## config.mk

```make
export PLATFORM = sky130hd
export DESIGN_NAME = keccak_obi_arbiter
export DESIGN_NICKNAME = d
export VERILOG_FILES = /design/src/rtl/keccak_obi_arbiter.sv
export SDC_FILE = /design/constraint.sdc
export NUM_CORES = 1
export LEC_CHECK = 0
export CORE_AREA = 2 2 206 208
export CTS_CLUSTER_SIZE = 40
export DETAILED_ROUTE_END_ITERATION = 6
export DIE_AREA = 0 0 208 210
export GPL_ROUTABILITY_DRIVEN = 0
export PLACE_DENSITY = 0.45
export REMOVE_ABC_BUFFERS = 1
export SYNTH_ARGS = -nofsm -noshare
export SYNTH_HDL_FRONTEND = slang
export SYNTH_SLANG_ARGS = --single-unit
```

## constraint.sdc

```tcl
create_clock -name clk_i -period 7.19 [get_ports clk_i]
set_clock_uncertainty 0.2 [all_clocks]
set_input_delay 0.719 -clock clk_i [delete_from_list [all_inputs] [get_ports clk_i]]
set_output_delay 0.719 -clock clk_i [all_outputs]
set_load 0.05 [all_outputs]
```

## src/rtl/keccak_obi_arbiter.sv

```systemverilog
// Round-robin arbiter sharing one OBI master port between NumReq requesters.
// Issued requester IDs are queued in order so each rvalid is steered back to its issuer.
package keccak_obi_pkg;
  typedef struct packed {
    logic        req;
    logic [31:0] addr;
    logic        we;
    logic [3:0]  be;
    logic [31:0] wdata;
  } obi_req_t;

  typedef struct packed {
    logic        gnt;
    logic        rvalid;
    logic [31:0] rdata;
  } obi_resp_t;
endpackage

module keccak_obi_arbiter_lane
  import keccak_obi_pkg::*;
#(
  parameter int unsigned     IdxW = 2,
  parameter logic [IdxW-1:0] Idx  = '0
) (
  input  logic            hs_i,
  input  logic [IdxW-1:0] gnt_idx_i,
  input  logic            pop_i,
  input  logic [IdxW-1:0] rsp_idx_i,
  input  logic [31:0]     rdata_i,
  output obi_resp_t       resp_o
);
  assign resp_o.gnt    = hs_i && (gnt_idx_i == Idx);
  assign resp_o.rvalid = pop_i && (rsp_idx_i == Idx);
  assign resp_o.rdata  = rdata_i;
endmodule

module keccak_obi_arbiter
  import keccak_obi_pkg::*;
#(
  parameter int unsigned NumReq         = 4,
  parameter int unsigned MaxOutstanding = 4
) (
  input  logic                   clk_i,
  input  logic                   rst_i,
  input  obi_req_t  [NumReq-1:0] slaves_req_i,
  output obi_resp_t [NumReq-1:0] slaves_resp_o,
  output obi_req_t               master_req_o,
  input  obi_resp_t              master_resp_i,
  output logic                   busy_o,
  output logic                   err_o
);
  localparam int unsigned IdxW = (NumReq > 1) ? $clog2(NumReq) : 1;
  localparam int unsigned PtrW = (MaxOutstanding > 1) ? $clog2(MaxOutstanding) : 1;
  localparam int unsigned CntW = $clog2(MaxOutstanding + 1);

  typedef enum logic {ARB, HOLD} state_e;

  state_e          state_q, state_d;
  logic [IdxW-1:0] rr_q, rr_d;
  logic [IdxW-1:0] sel_q, sel_d;
  logic [PtrW-1:0] wr_q, wr_d, rd_q, rd_d;
  logic [CntW-1:0] cnt_q, cnt_d;
  logic            err_q, err_d;
  logic [IdxW-1:0] fifo_q [MaxOutstanding];

  logic            cand_vld;
  logic [IdxW-1:0] cand;
  logic [IdxW-1:0] scan;
  logic            full, empty, issue, hs, pop;

  function automatic logic [PtrW-1:0] ptr_inc(input logic [PtrW-1:0] p);
    return (p == PtrW'(MaxOutstanding - 1)) ? '0 : PtrW'(p + 1'b1);
  endfunction

  // Candidate: locked owner in HOLD, otherwise first requester at or after rr_q.
  always_comb begin
    cand_vld = 1'b0;
    cand     = sel_q;
    scan     = '0;
    if (state_q == HOLD) begin
      cand_vld = slaves_req_i[sel_q].req;
    end else begin
      for (int k = 0; k < NumReq; k++) begin
        scan = IdxW'((32'(rr_q) + 32'(k)) % NumReq);
        if (!cand_vld && slaves_req_i[scan].req) begin
          cand_vld = 1'b1;
          cand     = scan;
        end
      end
    end
  end

  assign full  = (cnt_q == CntW'(MaxOutstanding));
  assign empty = (cnt_q == '0);
  // Gating with rst_i keeps every output quiet during the reset cycles themselves.
  assign issue = cand_vld && !full && !rst_i;
  assign hs    = issue && master_resp_i.gnt;
  assign pop   = master_resp_i.rvalid && !empty && !rst_i;

  always_comb begin
    master_req_o = '0;
    if (issue) begin
      master_req_o     = slaves_req_i[cand];
      master_req_o.req = 1'b1;
    end
  end

  for (genvar g = 0; g < NumReq; g++) begin : g_lane
    keccak_obi_arbiter_lane #(
      .IdxW (IdxW),
      .Idx  (IdxW'(g))
    ) u_lane (
      .hs_i      (hs),
      .gnt_idx_i (cand),
      .pop_i     (pop),
      .rsp_idx_i (fifo_q[rd_q]),
      .rdata_i   (master_resp_i.rdata),
      .resp_o    (slaves_resp_o[g])
    );
  end

  assign busy_o = !rst_i && (!empty || issue);
  assign err_o  = err_q && !rst_i;

  always_comb begin
    state_d = state_q;
    sel_d   = sel_q;
    rr_d    = rr_q;
    case (state_q)
      ARB: begin
        if (issue && !master_resp_i.gnt) begin
          state_d = HOLD;
          sel_d   = cand;
        end
      end
      HOLD: begin
        // A withdrawn request releases the lock rather than wedging the port.
        if (hs || !cand_vld) state_d = ARB;
      end
      default: state_d = ARB;
    endcase
    if (hs) rr_d = (cand == IdxW'(NumReq - 1)) ? '0 : IdxW'(cand + 1'b1);
  end

  always_comb begin
    wr_d  = hs  ? ptr_inc(wr_q) : wr_q;
    rd_d  = pop ? ptr_inc(rd_q) : rd_q;
    cnt_d = cnt_q;
    if (hs && !pop)      cnt_d = CntW'(cnt_q + 1'b1);
    else if (!hs && pop) cnt_d = CntW'(cnt_q - 1'b1);
    err_d = err_q || (master_resp_i.rvalid && empty);
  end

  always_ff @(posedge clk_i) begin
    if (rst_i) begin
      state_q <= ARB;
      rr_q    <= '0;
      sel_q   <= '0;
      wr_q    <= '0;
      rd_q    <= '0;
      cnt_q   <= '0;
      err_q   <= 1'b0;
    end else begin
      state_q <= state_d;
      rr_q    <= rr_d;
      sel_q   <= sel_d;
      wr_q    <= wr_d;
      rd_q    <= rd_d;
      cnt_q   <= cnt_d;
      err_q   <= err_d;
    end
  end

  always_ff @(posedge clk_i) begin
    if (hs) fifo_q[wr_q] <= cand;
  end
endmodule
```

==> implementation parameters <==
Parameter                              Value

Layout
  Filler-free cell count of the finished design    between 1k and 1.5k
  Area occupied by multi-input gates    3240 sq um
  Filler Cell Count    ~4.6k
  Storage cell area    about 540 sq um
  P&R area growth vs syn    63.9%
  Final net count    between 1k and 1.5k
  Post-route design area    8310 sq um
  Fraction of layout cells with a size suffix above 1    under 10%
  # diodes    0

Power and ir drop
  Clock network power share    5.6%
  Reg power frac    a little under a tenth
  Proportion of total power due to net switching    between 50 and 60%
  Power per standard cell area    259 nW/um^2
  Reported net switching power    between 0.001 and 0.0015 W
  Internal power of the cells    0.000937 W
  VDD IR-drop max    0.148 mV
  Combinational cell fraction of total power    a little over four fifths
  Cell leakage power    roughly 2.8 nW

Die
  Die area    approximately 44000 sq um
  Starting density of the core    approximately an eighth
  Top-Level Pins    524
  DIE HEIGHT    between 200 and 250 microns
  Area of the core    approximately 41000 sq um
  Placement row count    75
  Chip Width    between 200 and 250 microns

Worst setup path
  Startpoint-to-endpoint class of the critical path    in2out
  Highest fanout seen on the critical path    between 90 and 100
  Critical Path AT    ~4700 ps
  Element type at the critical path end    output pin
  WP data required    around 6300 ps
  Startpoint class of the critical path    input port

Place
  Placed Cells incl. Taps    around 1.3k
  Post-DP Area    about 8200 sq um
  Post-DP HPWL    23200 microns
  Port Buffers    ~360

Yosys
  Yosys reg bits    23
  Ys flop type    dfxtp_1
  Share of synthesized area occupied by flip-flops and latches    around a tenth
  Area leader, netlist    buf_4
  Yosys warning count    0
  Avg Synthesized Cell Area    roughly 8.3 sq um
  Synthesized instance count    614
  Biggest area contributors in the synthesized netlist    buf_4 20%, a211oi_1 16%, mux2i_1 15%
  EDFF count, synth    8
  Distinct cells, synth    between 40 and 50
  Netlist area before placement    5070 sq um
  Async set-reset flop share out of synthesis    0%
  Proportion of netlist area held by the largest area contributor    approximately a fifth

Clock tree
  CTS Root Buffer Type    clkbuf_16
  Clock tree from TritonCTS    yes
  Post-CTS resize count    0
  Num Clock Sinks    23
  Number of levels in the clock H-tree    1
  Clock insertion delay at the later pin of the skew report    ~250 ps
  Clock-pin slew on the worst setup and hold paths    60 ps
  Total CTS buffers    3
  Post-CTS Hold Fix Bufs    0
  Deepest clock path buffer count    2
  Post-CTS setup buffer count    0

Route
  Ratio of routed vias to standard cells    a little under 4
  Number of design-rule violations left by the first detailed-router iteration    164
  DRC viols    0
  Per-cell routed wire length    a little over 20 microns
  Drt total wl    between 20000 and 30000 microns
  Antenna viol nets, final    0
  Total number of vias    ~5.3k
  Pre-antenna DRT Iters    4

Global routing
  Met1 routing resource usage after global routing    between 10 and 15%
  Maximum number of pins on one net before global-route repair    109
  Via count of the first global-routing pass    5479
  Met3 routing resource usage after global routing    8.91%
  GRT Total Usage    11.7%
  Top Usage Layer GRT    met2
  Met2 usage    roughly a fifth
  Global route total overflow    0
  First-pass GRT wire length    between 30000 and 40000 microns
  Number of antenna violations at the first check in global routing    2

Run status
  Result of the run    complete, no violations

Timing
  Period minus WS final    around 5600 ps
  Setup-violating endpoint count in the final report    0
  Max-slew violation count    0
  Final count of hold timing violations    0
  Top achievable clock speed    0.179 GHz
  Worst rel slew slack    51.6%
  Least-Margin Pin Slew    around 720 ps
  Setup repair after global routing missed its margin    false
  Share of the clock period used by the worst path    77.6%
  Final-layout worst hold slack    276 ps

Worst hold path
  Worst hold-check path type    reg2reg

Flow run
  Max-capacitance violation count    0
[cells by family (layout without fill, tap and decap cells)]
family / after synthesis / in the layout / synth area share (%)
compound gates: 167 / 167 / 27.7
xor+xnor: 2 / 2 / 0.345
fa+ha+maj: 11 / 11 / 2.86
buf+inv: 195 / 386 / 26.3
flops: 23 / 23 / 10.7
mux: 79 / 79 / 16.3
simple gates: 137 / 137 / 15.8
[layer usage]
layer	part of all wire [%]	vias to the layer above	wire length, microns
met5	0.62	-	170
met3	18	20	5060
met2	47	375	12800
met1	33	2392	9110
met4	1.1	6	294
li1	-	2491	-
[path summary, 6_finish.rpt]
check                         start          endpoint  slack, ps  cells past startpoint
setup / recovery  slaves_req_i[139]  master_req_o[59]       1610                      9
hold / removal                err_q             err_q        280                      2
setup reg to reg            rr_q[1]          cnt_q[2]       3780                     10
hold reg to reg               err_q             err_q        280                      2
[worst max-delay path, cell delays in order]
cell and delay, ps:
clkdlybuf4s50_1 790, or3b_1 400, a31oi_1 190, a221oi_1 120, o311ai_4 410, buf_12 370, a211oi_1 100, a211oi_1 540
clkdlybuf4s50_1 920
[sequential cells by signal (all words and copies together) (netlist names), named ones only]
signal   count
wr_q         2
state_q      1
rr_q         2
err_q        1
cnt_q        3
fifo_q       8
rd_q         2
sel_q        2
[per-stage QoR]
stage | util, % | worst slack (ps) | TNS (ps) | total power (W)
detailed placement | 19.8 | 1640 | 0 | 0.00205
global placement | 19.8 | 1680 | 0 | 0.00205
finish | 20.0 | 1610 | 0 | 0.00215
floorplan | - | -7610 | -588500 | 0.00159
CTS | 20.0 | 1630 | 0 | 0.00218
global route | 20.0 | 1520 | 0 | 0.00229
[cells in the final DEF (no fill, tap or decap), types with 6 or more instances in the layout]
cell type and count:
a211oi_1 106, a211oi_2 33, and2_1 8, and2b_1 6, clkdlybuf4s50_1 363, dfxtp_1 15, edfxtp_1 8, ha_1 10
inv_1 12, mux2i_1 76, nand2_1 9, nand2b_1 6, nor2_1 17, nor2b_1 68
[cell usage after synthesis (all sizes together) (3+ instances only)]
| cell | n |
|---|---|
| dfxtp | 15 |
| mux4 | 3 |
| buf | 166 |
| ha | 10 |
| nand2b | 6 |
| nor3 | 5 |
| clkbuf | 17 |
| and3 | 3 |
| nand2 | 10 |
| nand3b | 3 |
| nor2b | 68 |
| edfxtp | 8 |
| inv | 12 |
| and2 | 8 |
| o21ai | 7 |
| a211oi | 139 |
| nor2 | 17 |
| mux2i | 76 |
| a21oi | 5 |
| and2b | 6 |
[power by group through the flow]
stage,Clock (W),Combinational [W],Sequential (W)
global placement,0,0.00185,0.000206
detailed placement,0,0.00185,0.000205
finish,0.000120,0.00183,0.000203
global route,0.000129,0.00195,0.000208
floorplan,0,0.00139,0.000198
CTS,0.000124,0.00185,0.000203
[layout make-up]
| class | count | area share [%] |
|---|---|---|
| flip-flops and latches | 23 | 6.50 |
| clock buffers | 3 | 0.903 |
| clock inverters | 1 | 0.0602 |
| multi-input cells | 396 | 38.9 |
| well taps | 539 | 8.11 |
| repair buffers | 370 | 44.9 |
| inverters | 12 | 0.542 |
Power figures use the tool's default switching activity.
